--- src/rtl/phase_quadrant_ctrl.sv ---
// phase_quadrant_ctrl: walks the DCM fine phase one psen/psdone step at a time, then moves the clock-mux quadrant selects.
// Latency: N fine steps with psdone latency L give done N*(L+3)+3 cycles after fire, plus HOLD_CYCLES if the quadrant changes.
// Backpressure: at most one psen is outstanding per psdone, and fire edges are ignored while busy.
//
// Ports:
//   clock, global_reset         40 MHz clock, asynchronous active-high reset
//   fire, phase_target          start request (rising edge) and requested phase {hcycle, qcycle, fine}
//   dcm_locked, psdone          DCM lock status and phase-shift step acknowledge
//   psen, psincdec              DCM phase-shift enable pulse and direction
//   hcycle, qcycle              quadrant selects to the clock mux (registered, change only in QUAD)
//   phase_current               phase currently applied, same layout as phase_target
//   busy, done, timeout_err     status to the VME register logic
module phase_quadrant_ctrl #(
  parameter int FINE_BITS      = 6,
  parameter int HOLD_CYCLES    = 8,
  parameter int PSDONE_TIMEOUT = 255
) (
  input  logic                 clock,
  input  logic                 global_reset,
  input  logic                 fire,
  input  logic [FINE_BITS+1:0] phase_target,
  input  logic                 dcm_locked,
  input  logic                 psdone,
  output logic                 psen,
  output logic                 psincdec,
  output logic                 hcycle,
  output logic                 qcycle,
  output logic [FINE_BITS+1:0] phase_current,
  output logic                 busy,
  output logic                 done,
  output logic                 timeout_err
);

  // Counter widths; both counters count from zero up to a terminal value.
  localparam int HW = (HOLD_CYCLES > 1) ? $clog2(HOLD_CYCLES) : 1;
  localparam int TW = (PSDONE_TIMEOUT > 1) ? $clog2(PSDONE_TIMEOUT + 1) : 1;

  // HOLD lasts HOLD_CYCLES cycles: counter runs 0 .. HOLD_CYCLES-1.
  localparam logic [HW-1:0] HOLD_LAST = HW'(HOLD_CYCLES - 1);
  // WAIT lasts at most PSDONE_TIMEOUT cycles: counter runs 0 .. PSDONE_TIMEOUT-1.
  localparam logic [TW-1:0] TO_LAST   = TW'(PSDONE_TIMEOUT - 1);

  // Sequencer states.
  localparam logic [2:0] S_IDLE = 3'd0;
  localparam logic [2:0] S_CALC = 3'd1;
  localparam logic [2:0] S_STEP = 3'd2;
  localparam logic [2:0] S_WAIT = 3'd3;
  localparam logic [2:0] S_QUAD = 3'd4;
  localparam logic [2:0] S_HOLD = 3'd5;
  localparam logic [2:0] S_DONE = 3'd6;

  logic [2:0]           r_state;
  logic                 r_fire_d;
  logic [FINE_BITS+1:0] r_target;
  logic [FINE_BITS-1:0] r_fine;
  logic                 r_hcycle;
  logic                 r_qcycle;
  logic                 r_psen;
  logic                 r_psincdec;
  logic                 r_busy;
  logic                 r_done;
  logic                 r_err;
  logic [TW-1:0]        r_to_cnt;
  logic [HW-1:0]        r_hold_cnt;

  logic                 w_fire_rise;
  logic                 w_lock_lost;
  logic [FINE_BITS-1:0] w_tgt_fine;
  logic [1:0]           w_tgt_quad;
  logic [1:0]           w_cur_quad;

  assign w_fire_rise = fire & ~r_fire_d;
  // Losing lock only matters while a sequence is running; in IDLE it is
  // reported when someone actually asks for a phase move.
  assign w_lock_lost = (r_state != S_IDLE) && !dcm_locked;
  assign w_tgt_fine  = r_target[FINE_BITS-1:0];
  assign w_tgt_quad  = r_target[FINE_BITS+1:FINE_BITS];
  assign w_cur_quad  = {r_hcycle, r_qcycle};

  always_ff @(posedge clock or posedge global_reset) begin
    if (global_reset) begin
      r_state    <= S_IDLE;
      // Reset high so a fire already held high through reset is not an edge.
      r_fire_d   <= 1'b1;
      r_target   <= '0;
      r_fine     <= '0;
      r_hcycle   <= 1'b0;
      r_qcycle   <= 1'b0;
      r_psen     <= 1'b0;
      r_psincdec <= 1'b0;
      r_busy     <= 1'b0;
      r_done     <= 1'b0;
      r_err      <= 1'b0;
      r_to_cnt   <= '0;
      r_hold_cnt <= '0;
    end else begin
      r_fire_d <= fire;
      // psen and done are single-cycle pulses by default.
      r_psen   <= 1'b0;
      r_done   <= 1'b0;

      if (w_lock_lost) begin
        // Abort: phase_current keeps only acknowledged steps, no new psen.
        r_err   <= 1'b1;
        r_busy  <= 1'b0;
        r_state <= S_IDLE;
      end else begin
        case (r_state)
          S_IDLE: begin
            if (w_fire_rise) begin
              if (dcm_locked) begin
                r_target <= phase_target;
                r_err    <= 1'b0;
                r_busy   <= 1'b1;
                r_state  <= S_CALC;
              end else begin
                r_err    <= 1'b1;
              end
            end
          end

          S_CALC: begin
            // Plain unsigned distance; the fine field never wraps.
            if (w_tgt_fine == r_fine) begin
              r_state <= S_QUAD;
            end else begin
              r_psincdec <= (w_tgt_fine > r_fine);
              r_state    <= S_STEP;
            end
          end

          S_STEP: begin
            // psen appears in the first WAIT cycle, so the timeout window
            // starts together with the pulse the DCM actually sees.
            r_psen   <= 1'b1;
            r_to_cnt <= '0;
            r_state  <= S_WAIT;
          end

          S_WAIT: begin
            // psdone is checked first so a late acknowledge on the last
            // timeout cycle still counts as success.
            if (psdone) begin
              if (r_psincdec) begin
                r_fine <= r_fine + 1'b1;
              end else begin
                r_fine <= r_fine - 1'b1;
              end
              r_state <= S_CALC;
            end else if (r_to_cnt == TO_LAST) begin
              r_err   <= 1'b1;
              r_busy  <= 1'b0;
              r_state <= S_IDLE;
            end else begin
              r_to_cnt <= r_to_cnt + 1'b1;
            end
          end

          S_QUAD: begin
            if (w_tgt_quad == w_cur_quad) begin
              r_done  <= 1'b1;
              r_state <= S_DONE;
            end else begin
              // The mux needs settle time to carry the new select into the
              // 4x domain before anyone relies on the new phase.
              r_hcycle   <= w_tgt_quad[1];
              r_qcycle   <= w_tgt_quad[0];
              r_hold_cnt <= '0;
              r_state    <= S_HOLD;
            end
          end

          S_HOLD: begin
            if (r_hold_cnt == HOLD_LAST) begin
              r_done  <= 1'b1;
              r_state <= S_DONE;
            end else begin
              r_hold_cnt <= r_hold_cnt + 1'b1;
            end
          end

          S_DONE: begin
            r_busy  <= 1'b0;
            r_state <= S_IDLE;
          end

          default: begin
            r_busy  <= 1'b0;
            r_state <= S_IDLE;
          end
        endcase
      end
    end
  end

  // The quadrant half of phase_current is the mux select itself, so the
  // reported phase can never disagree with what the mux is using.
  assign phase_current = {r_hcycle, r_qcycle, r_fine};
  assign psen          = r_psen;
  assign psincdec      = r_psincdec;
  assign hcycle        = r_hcycle;
  assign qcycle        = r_qcycle;
  assign busy          = r_busy;
  assign done          = r_done;
  assign timeout_err   = r_err;

endmodule

--- config.mk ---
export PLATFORM = sky130hd
export DESIGN_NAME = phase_quadrant_ctrl
export DESIGN_NICKNAME = d
export VERILOG_FILES = /design/src/rtl/phase_quadrant_ctrl.sv
export SDC_FILE = /design/constraint.sdc
export NUM_CORES = 1
export LEC_CHECK = 0
export ABC_CLOCK_PERIOD_IN_PS = 1900
export CAP_MARGIN = 20
export CELL_PAD_IN_SITES_DETAIL_PLACEMENT = 1
export CELL_PAD_IN_SITES_GLOBAL_PLACEMENT = 1
export CORE_ASPECT_RATIO = 0.6
export CORE_MARGIN = 2
export CORE_UTILIZATION = 44
export CTS_BUF_LIST = sky130_fd_sc_hd__clkbuf_8
export CTS_CLUSTER_DIAMETER = 50
export CTS_CLUSTER_SIZE = 16
export DETAILED_ROUTE_END_ITERATION = 10
export PLACE_DENSITY = 0.88
export RECOVER_POWER = 50
export SYNTH_ARGS = -nofsm -noshare
export SYNTH_HDL_FRONTEND = slang
export SYNTH_SLANG_ARGS = --single-unit
--- constraint.sdc ---
create_clock -name clock -period 1.9 [get_ports clock]
set_input_delay 0.475 -clock clock [delete_from_list [all_inputs] [get_ports clock]]
set_output_delay 0.475 -clock clock [all_outputs]
set_load 0.1 [all_outputs]
==> flow_metrics.tcl, run 1 <==
set metrics [dict create \
    status "finished clean" \
    fmax_mhz 547 \
    ys_ff_latch 36 \
    cts.sinks 36 \
    root_buffer "clkbuf_8" \
    post-route-drc-count 0 \
    syn-num-nets 238 \
    grt_util_met3 0.0700 \
    grt_pass1_wl_um 11000 \
    clock_skew_ps 5.51 \
    power_leakage_nw 1.26 \
    die-area_um2 5360 \
    core-area_um2 4590 \
    detail_route.wl_per_cell_um 21.1 \
    ios 28 \
    grt_usage 0.276 \
    synth_top_family_by_area "simple AND/OR/NAND/NOR gates" \
    num_rows 19 \
    place_inst 313 \
    dp.final_hpwl_um 4570 \
    whs_ps 500 \
    n_antenna_cell 0 \
    cts_hold_buf 0 \
    synthArstFlopShare 1.00 \
    setup_viol 0 \
    clk_path_buf_depth 2 \
    synthSimpleGateAreaFrac 0.182 \
    hold_viol 0 \
    ctsHtreeMaxLevel 2 \
    routabilityCongestion 0.852 \
    setup_tns_ps 0 \
    overflow 0 \
    power_density_nw_per_um2 1320 \
    antenna_found_initial 0 \
    cpPeakStageDelay_ps 580 \
    worst_setup_path_end_kind "flop" \
    synth_cell_types 48 \
    period_minus_slack_ps 1830 \
    hold_path.class "reg -> reg" \
    synth_xor_area_frac 0.0500 \
    viasPerCell 5.71 \
    slew_violations 0 \
    dieWidth_um 93.2 \
    worstPathMaxFanout 4 \
    crit_type "in -> reg" \
    clk_pin_slew_ps 70 \
    synth_area_um2 2100 \
    syn_inst 210 \
    met2_usage 0.460 \
    nets 285 \
    fin_area_um2 2780 \
    drt_iter0_drc 85 \
    synth_compound_area_frac 0.136 \
    syn_avg_cell_area_um2 10.0 \
    fin_cells 321 \
    synth_edf_count 0 \
    cap_violations 0 \
    grt_max_degree 37 \
    cts_tree "done" \
    cts_buffers 5 \
    peakVddDrop_mv 0.998 \
    drive_gt1_frac 0.302 \
    dpl_cell_area_um2 2740 \
    wl_um 6760 \
    grt_use_met1 0.347 \
    start_util 0.458 \
    clk_latency_ps 290 \
    fin_crit_sh 0.962 \
    grt_pass1_vias 2011 \
    relSlewSlack 0.386 \
    yosys_most_used_dff "dfrtp_1" \
    finish.utilization 0.606 \
    drt_pass1_iterations 4 \
    ys.warnings.count 0 \
    busiest_layer "met2" \
    vias 1833 \
    critPathRequiredTime_ps 2080 \
    ant_nets 0 \
    synthAdderAreaFrac 0.0929 \
    yosysSeqAreaShare 0.429 \
    cpMaxStageDelayCell "clkdlybuf4s50_1" \
    portBuffers 27 \
    max_slew.worst_pin.slew_ps 920 \
    syn_to_final_growth_pct 32.3 \
    cp_cell_sequence "clkdlybuf4s50_1 -> nand2_1 -> nor3_1 -> buf_4 -> mux2_2" \
    die_y_um 57.5 \
    crit_arrival_ps 2010 \
    muxShareOfSynthArea 0.0637 \
    setup.worst_path.start_class "input pin" \
]
[per-stage QoR]
step,worst slack [ps],power (W)
2_1_floorplan,-65.0,0.00230
6_report,72.5,0.00366
3_3_place_gp,-134,0.00289
5_1_grt,-15.5,0.00384
4_1_cts,6.37,0.00373
3_5_place_dp,-200,0.00300
[final timing paths]
| kind | cells after the start | slack (ps) | start | endpoint |
|---|---|---|---|---|
| max in group asynchronous | 3 | 320 | global_reset | psincdec |
| min reg2reg | 2 | 500 | r_hold_cnt[1] | r_hold_cnt[1] |
| max | 5 | 70 | dcm_locked | qcycle |
| max reg2reg | 5 | 80 | r_to_cnt[2] | busy |
| min in group asynchronous | 3 | 920 | global_reset | r_fine[0] |
| min | 2 | 500 | r_hold_cnt[1] | r_hold_cnt[1] |
[kinds of logic after synthesis]
| kind of cell | after synthesis |
|---|---|
| DFF | 36 |
| buffers and inverters | 22 |
| adders and majority gates | 15 |
| and+or+nand+nor | 71 |
| muxes | 12 |
| xor gates and xnor gates | 12 |
| AOI/OAI and AO/OA | 42 |
[what timing repair did]
action                     in CTS  in global routing
setup endpoints to repair       0                 11
resized for setup               0                  5
setup buffers                   0                  0
[sequential cells by signal (all words and copies together) (netlist names), 3 cells and up]
register,cells
r_hold_cnt,3
r_state,3
r_fine,6
r_to_cnt,8
r_target,8
[per-layer routing]
layer,share of wire,up-vias
met5,0,-
met1,0.43,927
li1,-,822
met2,0.49,68
met3,0.066,16
met4,0.024,0
[report_power, final]
part	total (W)	switching, W	leakage (nW)	internal (W)
combinational	0.00184	0.00116	0.754	0.000673
clock	0.000676	0.000291	0.0593	0.000384
sequential	0.00115	0.000211	0.451	0.000939
total	0.00366	0.00167	1.26	0.00200
[cell usage after synthesis, drive strengths merged, types with 3 or more instances]
| library cell | count | area [µm²] |
|---|---|---|
| inv | 15 | 56.3 |
| o21ai | 15 | 75.1 |
| nand3 | 7 | 52.6 |
| mux2 | 11 | 124 |
| and3 | 3 | 25.0 |
| nor3 | 7 | 45.0 |
| nor2 | 17 | 63.8 |
| nand2 | 18 | 67.6 |
| nor2b | 3 | 18.8 |
| a21oi | 9 | 45.0 |
| a21o | 5 | 38.8 |
| xnor2 | 5 | 43.8 |
| xor2 | 7 | 61.3 |
| ha | 14 | 175 |
| nand2b | 4 | 25.0 |
| buf | 5 | 32.5 |
| or2 | 3 | 18.8 |
| nand4 | 3 | 18.8 |
| o311ai | 3 | 43.8 |
| dfrtp | 35 | 876 |
[critical path, delay by kind of cell]
kind                   cells  cell delay [ps]
buffers and inverters      2              780
multiplexers               1              340
AND/OR/NAND/NOR            2              410
[layout by cell type, fill, tap and decap left out, drive strengths merged, types with 2 or more instances in the layout]
cell	Yosys	layout
nand2	18	18
nand3	7	7
nor3	7	7
nand3b	2	2
xor2	7	7
o22ai	2	2
o21ai	15	15
or2	3	3
xnor2	5	5
inv	15	16
ha	14	14
a21oi	9	9
nor2b	3	3
a21o	5	5
o311ai	3	3
nand2b	4	4
nor2	17	17
clkbuf	2	10
and3	3	3
clkdlybuf4s50	0	11
mux2	11	11
dfrtp	35	35
buf	5	30
nand4	3	3
[layout make-up]
cell class	instances	area (µm²)
Clock inverter	3	38.8
Sequential cell	36	916
Multi-Input combinational cell	152	1110
Tap cell	63	78.8
Fill cell	498	1810
Timing Repair Buffer	47	508
Inverter	15	56.3
Clock buffer	5	68.8
Power figures use the tool's default switching activity.
==> run 2: changes to the inputs <==
--- a/config.mk
+++ b/config.mk
@@ -5,18 +5,19 @@
 export SDC_FILE = /design/constraint.sdc
 export NUM_CORES = 1
 export LEC_CHECK = 0
+export ABC_AREA = 1
 export ABC_CLOCK_PERIOD_IN_PS = 1900
-export CAP_MARGIN = 20
+export CAP_MARGIN = 10
 export CELL_PAD_IN_SITES_DETAIL_PLACEMENT = 1
 export CELL_PAD_IN_SITES_GLOBAL_PLACEMENT = 1
 export CORE_ASPECT_RATIO = 0.6
 export CORE_MARGIN = 2
-export CORE_UTILIZATION = 44
+export CORE_UTILIZATION = 43
 export CTS_BUF_LIST = sky130_fd_sc_hd__clkbuf_8
 export CTS_CLUSTER_DIAMETER = 50
 export CTS_CLUSTER_SIZE = 16
 export DETAILED_ROUTE_END_ITERATION = 10
-export PLACE_DENSITY = 0.88
+export PLACE_DENSITY = 0.89
 export RECOVER_POWER = 50
 export SYNTH_ARGS = -nofsm -noshare
 export SYNTH_HDL_FRONTEND = slang
==> run 2 against run 1 <==
Against the previous run: via count is 9.8% higher; final cell count increased by 14%; sequential share of layout area grew 0.73 points; fmax up 4.6%; critical endpoint is now r_hold_cnt[2]; largest power group unchanged.
==> flow_metrics.tcl, run 2 <==
set metrics [dict create \
    r2r_start "r_state[1]" \
    cts.sinks 36 \
    syn_to_final_growth_pct 24.5 \
    grt_max_degree 37 \
    peakVddDrop_mv 0.850 \
    viasPerCell 5.48 \
    combPwrFrac 0.636 \
    min-delay-start "r_hold_cnt[1]" \
    detail_route.wl_per_cell_um 19.4 \
    grt_pass1_wl_um 11300 \
    clk_path_buf_depth 2 \
    p_int_w 0.00234 \
    ant_nets 0 \
    final_common_cell "nand2_1" \
    post-route-drc-count 0 \
    yosysTopAreaCellShare 0.403 \
    clock_skew_ps 5.90 \
    worstPathMaxFanout 5 \
    die_y_um 59.1 \
    portBuffers 27 \
    ios 28 \
    rsz0062_at_grt "false" \
    yosys_most_used_dff "dfrtp_1" \
    grt_pass1_vias 2190 \
    routabilityCongestion 0.803 \
    hold_viol 0 \
    drt_pass1_iterations 4 \
    cts_hold_buf 0 \
    start_util 0.461 \
    fmax_mhz 572 \
    p_clk_frac 0.109 \
    antenna_found_initial 0 \
    power_leakage_nw 1.38 \
    clk_latency_ps 290 \
    cts_buffers 5 \
    setup.worst_path.start_class "flop" \
    power_density_nw_per_um2 1910 \
    crit_arrival_ps 1920 \
    fin_area_um2 2700 \
    worst_setup_path_end_kind "flop" \
    slew_violations 0 \
    period_minus_slack_ps 1750 \
    drive_gt1_frac 0.178 \
    clk_pin_slew_ps 70 \
    fin_crit_sh 0.919 \
    vias 2012 \
    dp.final_hpwl_um 5330 \
    finish.utilization 0.574 \
    synth_edf_count 0 \
    ys.warnings.count 0 \
    crit_start "r_state[1]" \
    cap_violations 0 \
    syn_avg_cell_area_um2 8.14 \
    synth_area_um2 2170 \
    grt_usage 0.277 \
    synth_top_area_cell "dfrtp_1" \
    ctsResizeCount 0 \
    setup_viol 0 \
    nets 331 \
    finalPower_w 0.00516 \
    core-area_um2 4710 \
    syn_inst 267 \
    yosysMostFrequentCell "nand2_1" \
    dieWidth_um 95.8 \
    relSlewSlack 0.404 \
    pwr-share-seq 0.255 \
    cts_tree "done" \
    root_buffer "clkbuf_8" \
    power_switching_w 0.00282 \
    switching_share 0.546 \
    die-area_um2 5650 \
    yosysSeqAreaShare 0.415 \
    synthArstFlopShare 1.00 \
    ys_ff_latch 36 \
    reg_top3 "r_target: 8 flops, r_to_cnt: 8 flops, r_fine: 6 flops" \
    post_cts_buffers 0 \
    hold_path.class "reg -> reg" \
    synthTopCellsByArea "dfrtp_1 40%, nand2_1 14%, ha_1 8.1%" \
    max_slew.worst_pin.slew_ps 894 \
    dpl_cell_area_um2 2690 \
    final_cell_mix "81 x nand2_1, 33 x inv_1, 28 x dfrtp_1, 18 x nor2_1, 18 x nand3_1" \
    synth_cell_types 33 \
    drt_iter0_drc 123 \
    status "finished clean" \
    n_antenna_cell 0 \
    critPathRequiredTime_ps 2070 \
    ctsHtreeMaxLevel 2 \
    setup_tns_ps 0 \
    ys_top_cells_by_count "81 x nand2_1, 35 x dfrtp_1, 31 x inv_1, 18 x nand3_1, 18 x nor2_1" \
    wl_um 7120 \
    crit_type "reg -> reg" \
    num_rows 19 \
    syn-num-nets 295 \
    overflow 0 \
]
==> run 2: cell types whose count changed after synthesis, moves of 4 or more <==
cell | before | now
a21o_1 | 4 | 0
inv_1 | 15 | 31
mux2_2 | 11 | 3
nand2_1 | 18 | 81
nand2_2 | 0 | 4
nand2b_1 | 4 | 0
nand3_1 | 5 | 18
xnor2_1 | 5 | 1
==> run 2: power by group through the flow <==
| stage | registers (W) | clock network [W] | logic [W] |
|---|---|---|---|
| final | 0.00132 | 0.000562 | 0.00328 |
| after global routing | 0.00135 | 0.000592 | 0.00352 |
| after CTS | 0.00135 | 0.000564 | 0.00333 |
| after detailed placement | 0.00135 | 0 | 0.00325 |
| after global placement | 0.00132 | 0 | 0.00303 |
| after floorplan | 0.00201 | 0 | 0.00142 |
==> run 2: path summary, 6_finish.rpt <==
check                      depth (start not counted)  slack (ps)             to
setup / recovery                                   8         150  r_hold_cnt[2]
hold / removal                                     2         500  r_hold_cnt[1]
setup reg to reg                                   8         150  r_hold_cnt[2]
hold reg to reg                                    2         500  r_hold_cnt[1]
max in group asynchronous                          3         400      r_fine[3]
min in group asynchronous                          3         890    r_to_cnt[1]
==> run 2: cell type report <==
class                           count  area, µm²
Fill cell                         581       2000
Clock inverter                      2       7.51
Tap cell                           63       78.8
Inverter                           34        135
Sequential cell                    36        911
Timing Repair Buffer               32        380
Clock buffer                        6       82.6
Multi-Input combinational cell    194       1110
==> run 2: per-stage QoR <==
stage / cells / worst slack (ps) / hold slack (ps)
after floorplan: 267 / 31.5 / 457
after global placement: 357 / 52.6 / 476
after detailed placement: 357 / -92.6 / 491
after CTS: 365 / 71.0 / 508
after global routing: 367 / 31.5 / 534
final: 367 / 153 / 502
==> run 2: critical path, cell delays in order (launching register included) <==
cell and delay (ps):
dfrtp_1 470, inv_2 120, nand2_1 110, nor2_1 250, nand2_1 260, nand2_1 180
nand2_2 100, nand2_1 70, o21ai_0 80
==> run 2: logic make-up after synthesis <==
kind of cell	count (synthesis)	synth area share
buffers and inverters	37	0.0743
flip-flops	36	0.415
adder cells (fa/ha/maj)	15	0.0899
multiplexers	5	0.0294
AND/OR/NAND/NOR	131	0.269
AO/OA/AOI/OAI	35	0.0899
XOR/XNOR	8	0.0323
==> run 2: metal layers <==
metal  global-route usage  vias up  part of all wire
li1                     -      927                 -
met4                0.139        0             0.029
met1                0.359     1013              0.45
met3               0.0611       18             0.052
met5                    0        -                 0
met2                0.443       54              0.47
==> run 3: changes to the inputs <==
--- a/config.mk
+++ b/config.mk
@@ -22,3 +22,4 @@
 export SYNTH_ARGS = -nofsm -noshare
 export SYNTH_HDL_FRONTEND = slang
 export SYNTH_SLANG_ARGS = --single-unit
+export TNS_END_PERCENT = 30
==> results of run 3 <==
The final DEF is identical to that of run 2; final timing and power are the same.
